--- src/rtl/bit4_serializer.sv ---
// bit4_serializer: parallel-in, serial-out transmitter.
// Word load over valid/ready, one bit per beat, end-of-word flag.
module bit4_serializer #(
   parameter int WIDTH     = 4,
   parameter bit MSB_FIRST = 1'b1
) (
   input  logic             clk,
   input  logic             rst,
   input  logic [WIDTH-1:0] d,
   input  logic             load_valid,
   output logic             load_ready,
   output logic             sout,
   output logic             sout_valid,
   output logic             sout_last,
   input  logic             sout_ready,
   output logic             busy
);

   localparam int CW = $clog2(WIDTH);
   localparam logic [CW-1:0] CNT_LAST = CW'(WIDTH - 1);
   localparam logic [CW-1:0] CNT_PEN  = CW'(WIDTH - 2);

   typedef enum logic {
      IDLE  = 1'b0,
      SHIFT = 1'b1
   } state_t;

   state_t           state;
   state_t           state_nxt;
   logic [WIDTH-1:0] sreg;
   logic [WIDTH-1:0] sreg_rot;
   logic [CW-1:0]    cnt;
   logic             beat;
   logic             at_last;
   logic             load_acc;
   logic             first_bit;
   logic             next_bit;

   assign beat     = sout_valid && sout_ready;
   assign at_last  = (cnt == CNT_LAST);
   assign load_acc = load_valid && load_ready;

   // Rotation keeps every sreg bit live; the bit that wraps around
   // is never emitted because the word ends first.
   assign sreg_rot = MSB_FIRST ?
                     {sreg[WIDTH-2:0], sreg[WIDTH-1]} :
                     {sreg[0], sreg[WIDTH-1:1]};

   assign first_bit = MSB_FIRST ? d[WIDTH-1] : d[0];
   assign next_bit  = MSB_FIRST ? sreg_rot[WIDTH-1] : sreg_rot[0];

   // State register
   always_ff @(posedge clk or negedge rst) begin
      if (!rst) begin
         state <= IDLE;
      end else begin
         state <= state_nxt;
      end
   end

   // Next-state: leave SHIFT only on a final beat with no reload
   always_comb begin
      state_nxt = state;
      case (state)
         IDLE: begin
            if (load_acc) begin
               state_nxt = SHIFT;
            end
         end
         SHIFT: begin
            if (beat && at_last && !load_acc) begin
               state_nxt = IDLE;
            end
         end
         default: state_nxt = IDLE;
      endcase
   end

   // Outputs: accept a word when idle or as the last bit leaves
   always_comb begin
      busy       = (state == SHIFT);
      load_ready = (state == IDLE) ||
                   ((state == SHIFT) && at_last && sout_ready);
   end

   // Datapath: load, shift on beat, drain after the final beat
   always_ff @(posedge clk or negedge rst) begin
      if (!rst) begin
         sreg       <= '0;
         cnt        <= '0;
         sout       <= 1'b0;
         sout_valid <= 1'b0;
         sout_last  <= 1'b0;
      end else if (load_acc) begin
         sreg       <= d;
         cnt        <= '0;
         sout       <= first_bit;
         sout_valid <= 1'b1;
         sout_last  <= 1'b0;
      end else if ((state == SHIFT) && beat) begin
         if (!at_last) begin
            sreg      <= sreg_rot;
            cnt       <= cnt + 1'b1;
            sout      <= next_bit;
            sout_last <= (cnt == CNT_PEN);
         end else begin
            sreg       <= '0;
            cnt        <= '0;
            sout       <= 1'b0;
            sout_valid <= 1'b0;
            sout_last  <= 1'b0;
         end
      end
   end

endmodule

--- config.mk ---
export PLATFORM = sky130hd
export DESIGN_NAME = bit4_serializer
export DESIGN_NICKNAME = d
export VERILOG_FILES = /design/src/rtl/bit4_serializer.sv
export SDC_FILE = /design/constraint.sdc
export NUM_CORES = 1
export LEC_CHECK = 0
export CORE_AREA = 5 5 42 44
export CTS_CLUSTER_SIZE = 30
export DETAILED_ROUTE_END_ITERATION = 7
export DIE_AREA = 0 0 47 49
export GPL_ROUTABILITY_DRIVEN = 0
export PLACE_DENSITY_LB_ADDON = 0.3
export SLEW_MARGIN = 20
export SYNTH_ARGS = -nofsm -noshare
export SYNTH_HDL_FRONTEND = slang
export SYNTH_SLANG_ARGS = --single-unit
--- constraint.sdc ---
create_clock -name clk -period 2 [get_ports clk]
set_input_delay 0.4 -clock clk [delete_from_list [all_inputs] [get_ports clk]]
set_output_delay 0.4 -clock clk [all_outputs]
set_load 0.05 [all_outputs]
### After elaboration in Yosys (flattened, before gate mapping)

Cells that the tools add are included.

* multiplexer cells: 18
* add/subtract/negate cells: 1
* bitwise operators: 1
* reductions and logical operators: 12
* eq/ne operators: 2

Operators with widths (number)
* 2-to-1 mux 4 bit: 3
* 2-to-1 mux 1 bit: 11
* logical AND 1 bit: 7
* 2-to-1 mux 2 bit: 3
* equality test 2 bit, second input constant: 2
* nonzero test 2 bit: 2
* adder 2 x 1 -> 2 bit, second input constant: 1
* case mux 1 bit (2 select lines): 1
* AND reduction 2 bit: 1
* zero test 1 bit: 1
* logical OR 1 bit: 1
* NOT 1 bit: 1

* input port bits: 8
* bits in registers: 10

### Longest topological paths before layout

Gate-level depths: netlist of run 1.

* depth after elaboration: 9
* depth in mapped cells: 5
* gate-level depth less buffers: 4

### Worst setup path before layout of run 1

Ideal clock, no wire load.

* path kind: reg2reg
* start: register state (netlist: busy)
* end: register sreg[1]
* buffers on the path: 1
* required time: 1.874 ns
* path slack: 0.087 ns
* period minus slack after synthesis: 1.913 ns
* stages on the path, launching flop included: 5
* arrival: 1.787 ns
* path through: dfrtp_1 a21bo_1 and2_4 buf_6 a221o_1

* word-level cells in the longest chain between the ends: 5

Ends and longest elaborated chain
* start: declaration: line 28 `state_t state;`
* start signal: assignment: line 57 `state <= state_nxt;`
* logical AND 1 bit (2 in series): line 83 `((state == SHIFT) && at_last && sout_ready);`
* logical OR 1 bit (*): line 82 `load_ready = (state == IDLE) ||`
* net load_ready: line 11 `output logic load_ready,`
* logical AND 1 bit (*): line 41 `assign load_acc = load_valid && load_ready;`
* 2-to-1 mux 4 bit or nonzero test 2 bit (tied branches)
* end signal: assignment: line 102 `sreg <= sreg_rot;`
* end: declaration: line 30 `logic [WIDTH-1:0] sreg;`

The timed path passes the listed nets; every way through them passes the cells marked *.
A chain may end at the register's enable or synchronous reset.

### Worst setup path in the final report of run 1

* start: register sout_valid
* end: output sout_valid

RTL lines
* start: declaration: line 13 `output logic sout_valid,`
* start signal: assignment: line 92 `sout_valid <= 1'b0;`
* start signal: assignment: line 98 `sout_valid <= 1'b1;`
* start signal: assignment: line 110 `sout_valid <= 1'b0;`

No word-level cell between the ends.

==> impl_results.md, run 1 <==
* Top-count cell post-synth: dfrtp_1
* Post-Synth Simple-Gate Area at between 10% and 20%
* Die Area at around 2300 um2
* # fillers at ~150
* TritonCTS clock tree: yes
* Final HPWL DP at 670 um
* Commonest cells post-synth: dfrtp_1, mux2_2, a21oi_1, nand2_1
* GRT overflow at 0
* Initial antenna violation count at 0
* Setup Skew at 0.00115 ns
* Post-synth EDFFs at 0
* Top cell type by total area after synthesis: dfrtp_1
* Clock-pin slew on the worst setup and hold paths at ~0.060 ns
* Wire length per cell at around 12 um
* Yosys warning count at 0
* Top FF cell, synth: dfrtp_1
* Worst vdd ir at ~440 uV
* Die Wd at 47 um
* Post-synthesis cell type count at 20
* Max Fanout on Critical Path at 5
* Input/output buffers at 12
* Worst Path Required at 1.60 ns
* Syn_nets at about 50
* Clk root buf: clkbuf_4
* Design Power at 671 uW
* Routed Antenna Nets at 0
* Starting Density at 33.8%
* Slew Viols, Final at 0
* Total Nets Final at slightly below 70
* Count of final hold-check violations at 0
* Post-Route Setup TNS at 0 ns
* Synth Instances at ~40
* Initial DRT Pass Iterations at 3
* Iteration-0 DRC Markers at 3
* PnR worst setup slack at between 0.09 and 0.1 ns
* Multiplexer share of the synthesized area at 13.7%
* Cell Rows at 14
* P&R area growth vs syn at 36.4%
* Die Y at around 50 um
* # resized after CTS at 0
* Largest net degree at the start of global routing at 10
* Mapped cell area at between 400 and 500 um2
* RSZ-0062 raised after global routing: no
* Worst-skew pair later-pin latency at 0.25 ns
* Sequential fraction of the synthesis area at 47.5%
* Layout cell share with drive strength beyond 1 at 22.8%
* Arrival @ worst endpoint at 1.50 ns
* CTS sink count at 9
* Area occupied by multi-input gates at about 230 um2
* Status: finished, final reports clean
* Via count at 348
* WL final at between 800 and 900 um
* CTS H-tree depth at 1
* Leakage power at 0.295 nW
* Post-synth top area share at a little under half
* Worst-margin pin slew at between 0.4 and 0.5 ns
* Compound-Gate Fraction of Synth Area at approximately 13%
* Worst hold path type: input port to async pin
* Number of global-route vias before repair at between 300 and 400
* Max-slew headroom at 66.9%
* Power per cell area at about 1000 nW/um2
* Synthesis-stage register bit count at 9
* Syn Area/Cell at roughly 12 um2
* DRC viols at 0
* CTS Buf Count at 3
* Setup bufs post-CTS at 0
* Fin util at a little under half
* Critical path class: register to output pin
* GRT Resource Usage Total at slightly below 9%
* Worst Setup End Kind: output pin
* N_diodes at 0
* DP Worst Slack at about 0.17 ns
* Core Footprint at between 1000 and 1500 um2
* Ports at 13
* Adder-Cell Fraction of Synth Area at 5.28%
* Crit path cell chain: clkdlybuf4s50_1
* Hold slack final at between 0.4 and 0.5 ns
* Synth area leaders: dfrtp_1, mux2_2, ha_1, a221o_1, mux2i_1
* CTS Hold Buffers Added at 0
* Largest family of logic cells by synthesized area: simple AND/OR/NAND/NOR gates
* Clock Tree Buf Depth at 2
* Fin crit period at ~1.9 ns
* Number of max-cap violations at 0
* Buf+Inv Stages, Crit Path at 1
* CP max stage cell: clkdlybuf4s50_1
* Delay-heaviest family, CP: buffers and inverters
* Crit path largest cell delay at 0.83 ns
* XOR/XNOR Fraction of Synth Area at 0%
* Highest Clock Rate at approximately 0.53 GHz
* Final period util at a little over nine tenths
* First-pass GRT wire length at 1480 um
* Reg area at approximately 230 um2
* Vias per inst at between 4 and 5
* Final setup viols at 0
* Post-synthesis async set-or-reset flop share at between 90% and 100%
* Startpoint types: register
[kinds of logic after synthesis]
family,Yosys count
DFF,9
adders and majority gates,2
muxes,6
buffers and inverters,2
AOI/OAI and AO/OA,8
and+or+nand+nor,14
[worst paths after layout]
path	from	end	slack, ns	depth (start not counted)
worst min-delay path	rst	sout	0.44	1
min in group clk	sreg[1]	sreg[1]	0.51	1
worst max register to register	cnt[0]	sout	0.33	4
worst max-delay path	sout_valid	sout_valid	0.1	1
max in group asynchronous	rst	sreg[1]	1.28	1
worst min register to register	sreg[1]	sreg[1]	0.51	1
[power by group]
group | total (mW) | internal, mW | switching, mW
logic | 0.258 | 0.129 | 0.129
registers | 0.278 | 0.243 | 0.0343
clock network | 0.136 | 0.0766 | 0.0592
[through the flow]
stage	std cells	cell area, um2
2_1_floorplan	41	474
3_3_place_gp	69	621
3_5_place_dp	69	621
4_1_cts	73	647
5_1_grt	73	647
6_report	73	647
[area by class of cell]
type	count	share of cell area, %
well taps	16	3.09
inverters	1	0.580
flip-flops and latches	9	34.8
repair buffers	13	21.3
clock buffers	4	4.06
multi-input cells	30	36.2
[cells in the final DEF (no fill, tap or decap)]
| cell | n |
|---|---|
| nor2_1 | 2 |
| nand2_1 | 3 |
| a21o_2 | 1 |
| a21oi_1 | 3 |
| nor2b_1 | 2 |
| clkbuf_4 | 3 |
| nand3_1 | 1 |
| buf_4 | 1 |
| or3_1 | 1 |
| clkbuf_1 | 1 |
| nand3_2 | 1 |
| buf_12 | 1 |
| mux2i_1 | 2 |
| a21bo_1 | 1 |
| clkdlybuf4s50_1 | 11 |
| nor3b_1 | 2 |
| and2_4 | 1 |
| dfrtp_1 | 9 |
| ha_1 | 2 |
| a221o_1 | 2 |
| inv_1 | 1 |
| a21boi_0 | 1 |
| mux2_2 | 4 |
| or2_2 | 1 |
[routing by layer]
layer  part of all wire [%]  vias to the layer above  global-route usage, %  routed length (um)
met1                     47                      166                   10.2                 403
met4                      0                        0                   5.53                   0
met2                     50                        5                   13.8                 427
met5                      0                        -                      0                   0
met3                    3.6                        0                   2.21                  31
li1                       -                      177                      -                   -
[flip-flops by register name (all words and copies together) (netlist names)]
register,flops
sreg,3
cnt,2
busy,1
sout,1
sout_last,1
sout_valid,1
No activity file was read; power rests on OpenSTA's default activity.
==> inputs of run 2 (changes only) <==
--- a/config.mk
+++ b/config.mk
@@ -5,10 +5,10 @@
 export SDC_FILE = /design/constraint.sdc
 export NUM_CORES = 1
 export LEC_CHECK = 0
-export CORE_AREA = 5 5 42 44
+export CORE_AREA = 4 4 41 43
 export CTS_CLUSTER_SIZE = 30
 export DETAILED_ROUTE_END_ITERATION = 7
-export DIE_AREA = 0 0 47 49
+export DIE_AREA = 0 0 45 47
 export GPL_ROUTABILITY_DRIVEN = 0
 export PLACE_DENSITY_LB_ADDON = 0.3
 export SLEW_MARGIN = 20
==> run 2 against run 1 <==
  * Sequential share of layout area up 0.48 points
  * Utilization up 2.9 points
  * Maximum frequency down 0.81%
  * Critical path depth unchanged
  * Clock power about the same
  * First-iteration DRC count rose to 4.7 times the previous value
  * Critical path type unchanged
  * Largest cell class unchanged
==> impl_results.md, run 2 (same netlist as run 1, synthesis figures left out) <==
* CP max stage cell: clkdlybuf4s50_1
* Post-Route Setup TNS at 0 ns
* CTS Buf Count at 3
* CTS H-tree depth at 1
* Number of global-route vias before repair at between 300 and 400
* Path depth of the worst reg2reg path at 4
* Setup Skew at a little under 0.004 ns
* Starting Density at between 30% and 40%
* Final Cell Area at 638 um2
* Final period util at between 90% and 100%
* Fin crit period at 1.92 ns
* Wire length per cell at between 10 and 15 um
* Placement Cell Area at slightly above 600 um2
* Hold slack final at approximately 0.43 ns
* Layout cell share with drive strength beyond 1 at a little over a fifth
* Die Y at between 40 and 50 um
* M1 WL at between 300 and 400 um
* Crit path largest cell delay at around 0.83 ns
* Number of max-cap violations at 0
* Status: finished, final reports clean
* Top layer in use: met4
* Total Nets Final at 67
* Initial DRT Pass Iterations at 4
* Iteration-0 DRC Markers at 14
* Max Fanout on Critical Path at 5
* Dpl cells at 67
* Input/output buffers at 12
* N_diodes at 0
* Worst hold path type: input port to async pin
* CTS Hold Buffers Added at 0
* DR WL met2 at between 400 and 500 um
* Highest Clock Rate at between 0.5 and 0.6 GHz
* Worst Setup End Kind: output pin
* Vias per inst at just over 5
* Worst-skew pair later-pin latency at approximately 0.26 ns
* WL final at between 800 and 900 um
* Via count at around 370
* Reg-to-reg setup timing slack at roughly 0.35 ns
* Slew Viols, Final at 0
* # resized after CTS at 0
* Commonest non-fill, non-tap cell in the layout: clkdlybuf4s50_1
* Largest registers: sreg x3, cnt x2
* Worst vdd ir at approximately 600 uV
* Leakage power at 0.291 nW
* Post-route insts no fill at around 70
* P&R area growth vs syn at 34.6%
* Final setup viols at 0
* GRT Resource Usage Total at between 10% and 20%
* Ports at 13
* Critical path class: register to output pin
* Initial antenna violation count at 0
* Clock Tree Buf Depth at 2
* GRT overflow at 0
* Largest Register: sreg
* Most frequent cells in the layout: clkdlybuf4s50_1, dfrtp_1, mux2_2
* CP Depth at 1
* Final HPWL DP at 661 um
* Setup bufs post-CTS at 0
* Clk root buf: clkbuf_4
* Die Area at 2120 um2
* Delay-heaviest family, CP: buffers and inverters
* Worst-margin pin slew at between 0.4 and 0.5 ns
* Crit path cell chain: clkdlybuf4s50_1
* Cell Rows at 13
* First-pass GRT wire length at 1480 um
* Count of final hold-check violations at 0
* RSZ-0062 raised after global routing: no
* Fin util at between 40 and 50%
* Core Footprint at between 1000 and 1500 um2
* Startpoint types: register
* Number of flip-flops in the largest register at 3
* Buf+Inv Stages, Crit Path at 1
* Largest net degree at the start of global routing at 11
* DRC viols at 0
* Max-slew headroom at 67.2%
* Power per cell area at between 1000 and 1500 nW/um2
* Clock-pin slew on the worst setup and hold paths at 0.06 ns
* TritonCTS clock tree: yes
* Worst Path Required at between 1.5 and 2 ns
* Arrival @ worst endpoint at roughly 1.5 ns
* CTS sink count at 9
* Die Wd at 45 um
* Met3 WL at 77 um
* Routed Antenna Nets at 0
-- run 2: final cells by class --
| type | instances | area (um2) |
|---|---|---|
| sequential | 9 | 225 |
| multi-input combinational | 30 | 234 |
| inverter | 1 | 3.75 |
| timing repair buffer | 12 | 130 |
| fill | 133 | 663 |
| tap | 15 | 18.8 |
| clock buffer | 4 | 26.3 |
-- run 2: final timing paths --
check,startpoint,endpoint
setup / recovery,busy,busy
hold / removal,rst,sout_valid
setup reg to reg,cnt[0],sreg[1]
hold reg to reg,sreg[1],sreg[1]
max in group asynchronous,rst,sreg[0]
min in group clk,sreg[1],sreg[1]
-- run 2: stage by stage --
stage,power [mW],setup WS [ns]
3_3_place_gp,0.538,0.170
4_1_cts,0.691,0.0660
5_1_grt,0.730,0.0282
6_report,0.678,0.0839
3_5_place_dp,0.544,0.152
2_1_floorplan,0.458,0.0874
-- run 2: report_power, final --
group | internal [mW] | switching [mW]
registers | 0.243 | 0.0382
logic | 0.129 | 0.129
clock network | 0.0768 | 0.0617
-- run 2: per-layer routing --
metal	track usage [%]	vias up
met3	3.83	5
met1	12.1	172
met4	5.26	0
li1	-	177
met2	15.5	14
met5	0	-
==> inputs of run 3 (changes only) <==
--- a/config.mk
+++ b/config.mk
@@ -11,7 +11,6 @@
 export DIE_AREA = 0 0 45 47
 export GPL_ROUTABILITY_DRIVEN = 0
 export PLACE_DENSITY_LB_ADDON = 0.3
-export SLEW_MARGIN = 20
 export SYNTH_ARGS = -nofsm -noshare
 export SYNTH_HDL_FRONTEND = slang
 export SYNTH_SLANG_ARGS = --single-unit
==> constraint.sdc (replaced) <==
create_clock -name clk -period 2.4 [get_ports clk]
set_input_delay 0.48 -clock clk [delete_from_list [all_inputs] [get_ports clk]]
set_output_delay 0.48 -clock clk [all_outputs]
set_load 0.05 [all_outputs]
==> run 3 against run 2 <==
  * Worst hold slack improved by 0.077 ns
  * Register-to-register slack improved by 0.38 ns
  * Via count fell by 3.0%
  * Clock-buffer cell count did not move
  * Routed wire length rose by 0.33%
  * Setup slack improved by 0.32 ns
  * Utilization did not move
  * Sequential cell count did not move
  * Power fell by 17%
  * Largest power group unchanged
==> impl_results.md, run 3 (same netlist as run 1, synthesis figures left out) <==
* DP Worst Slack at between 0.4 and 0.5 ns
* Startpoint types: register
* Starting Density at a little over a third
* Worst hold path type: register to register
* WHS Path Cells at 1
* Setup Skew at approximately 0.0016 ns
* Final HPWL DP at ~680 um
* CTS Hold Buffers Added at 0
* First-pass GRT wire length at 1470 um
* PnR worst setup slack at 0.403 ns
* Initial DRT Pass Iterations at 4
* N_diodes at 0
* Path depth of the worst reg2reg path at 4
* GRT Resource Usage Total at under 10%
* Worst-margin pin slew at between 0.4 and 0.5 ns
* Die Y at 47 um
* Clock Tree Buf Depth at 2
* Number of max-cap violations at 0
* TritonCTS clock tree: yes
* Wire length per cell at 12.7 um
* Core Footprint at around 1300 um2
* Worst vdd ir at 407 uV
* Slew Viols, Final at 0
* WL final at 900 um
* CTS H-tree depth at 1
* Fin crit period at around 2.0 ns
* Cell Rows at 13
* WHS Endpoint: sreg[1]
* Highest Clock Rate at between 0.5 and 0.6 GHz
* CTS sink count at 9
* Critical path class: register to output pin
* Most frequent cells in the layout: clkdlybuf4s50_1, dfrtp_1, mux2_2
* # resized after CTS at 0
* Routed Antenna Nets at 0
* Power per cell area at roughly 880 nW/um2
* Max-slew headroom at 67.2%
* Status: finished, final reports clean
* CP max stage cell: clkdlybuf4s50_1
* Reg-to-reg setup timing slack at between 0.7 and 0.8 ns
* Final period util at 83.2%
* Ports at 13
* Largest registers: sreg x3, cnt x2
* R2R Path Start: cnt[0]
* Post-Route Setup TNS at 0 ns
* Total Nets Final at 67
* RSZ-0062 raised after global routing: no
* Number of global-route vias before repair at about 340
* Buf+Inv Stages, Crit Path at 1
* P&R area growth vs syn at 34.6%
* Count of final hold-check violations at 0
* Layout cell share with drive strength beyond 1 at 21.4%
* FF-to-FF End: sout
* Clock-pin slew on the worst setup and hold paths at about 0.060 ns
* Via count at around 360
* Worst Setup End Kind: output pin
* Crit path cell chain: clkdlybuf4s50_1
* Largest net degree at the start of global routing at 11
* GRT overflow at 0
* Number of flip-flops in the largest register at 3
* Arrival @ worst endpoint at between 1.5 and 2 ns
* Die Wd at between 40 and 50 um
* Crit path largest cell delay at between 0.8 and 0.9 ns
* Final setup viols at 0
* Clk root buf: clkbuf_4
* Design Power at 563 uW
* Delay-heaviest family, CP: buffers and inverters
* Iteration-0 DRC Markers at 10
* Worst Path Required at 1.92 ns
* DRC viols at 0
* Commonest non-fill, non-tap cell in the layout: clkdlybuf4s50_1
* Max Fanout on Critical Path at 5
* Vias per inst at 5.03
* Input/output buffers at 12
* Initial antenna violation count at 0
* Worst-skew pair later-pin latency at between 0.2 and 0.3 ns
* Leakage power at 0.291 nW
* CTS Buf Count at 3
* Worst Min Path Start: sreg[1]
* Die Area at around 2100 um2
* Setup bufs post-CTS at 0
* Largest Register: sreg
==> run 3: power breakdown <==
group	internal (mW)	switching [mW]	leakage (nW)
clock	0.0638	0.0482	0.0150
sequential	0.203	0.0301	0.113
combinational	0.108	0.110	0.163
==> run 3: area by class of cell <==
type | count | area, um2
fillers | 129 | 663
multi-input cells | 30 | 234
flip-flops and latches | 9 | 225
repair buffers | 12 | 130
clock buffers | 4 | 26.3
well taps | 15 | 18.8
inverters | 1 | 3.75
==> run 3: how the worst max path moves through the flow <==
stage               to  slack [ns]  cells past startpoint  startpoint
6_report          busy        0.40                      1        busy
5_1_grt           busy        0.35                      1        busy
4_1_cts           busy        0.39                      1        busy
3_5_place_dp   sreg[0]        0.46                      4  sout_ready
3_3_place_gp   sreg[0]        0.49                      4  sout_ready
2_1_floorplan  sreg[1]        0.49                      4        busy
==> run 3: layer usage <==
| metal | up-vias | track usage, % | routed length, um |
|---|---|---|---|
| met3 | 2 | 4.60 | 71 |
| met5 | - | 0 | 0 |
| met2 | 15 | 16.4 | 448 |
| met4 | 0 | 3.51 | 6 |
| met1 | 163 | 11.4 | 375 |
| li1 | 177 | - | - |
==> run 3: metrics by stage <==
| step | util, % | hold WS (ns) | area (um2) | instances |
|---|---|---|---|---|
| floorplan | - | 0.184 | 474 | 41 |
| global placement | 47.0 | 0.499 | 612 | 67 |
| detailed placement | 47.0 | 0.490 | 612 | 67 |
| CTS | 49.0 | 0.512 | 638 | 71 |
| global route | 49.0 | 0.534 | 638 | 71 |
| finish | 49.0 | 0.512 | 638 | 71 |
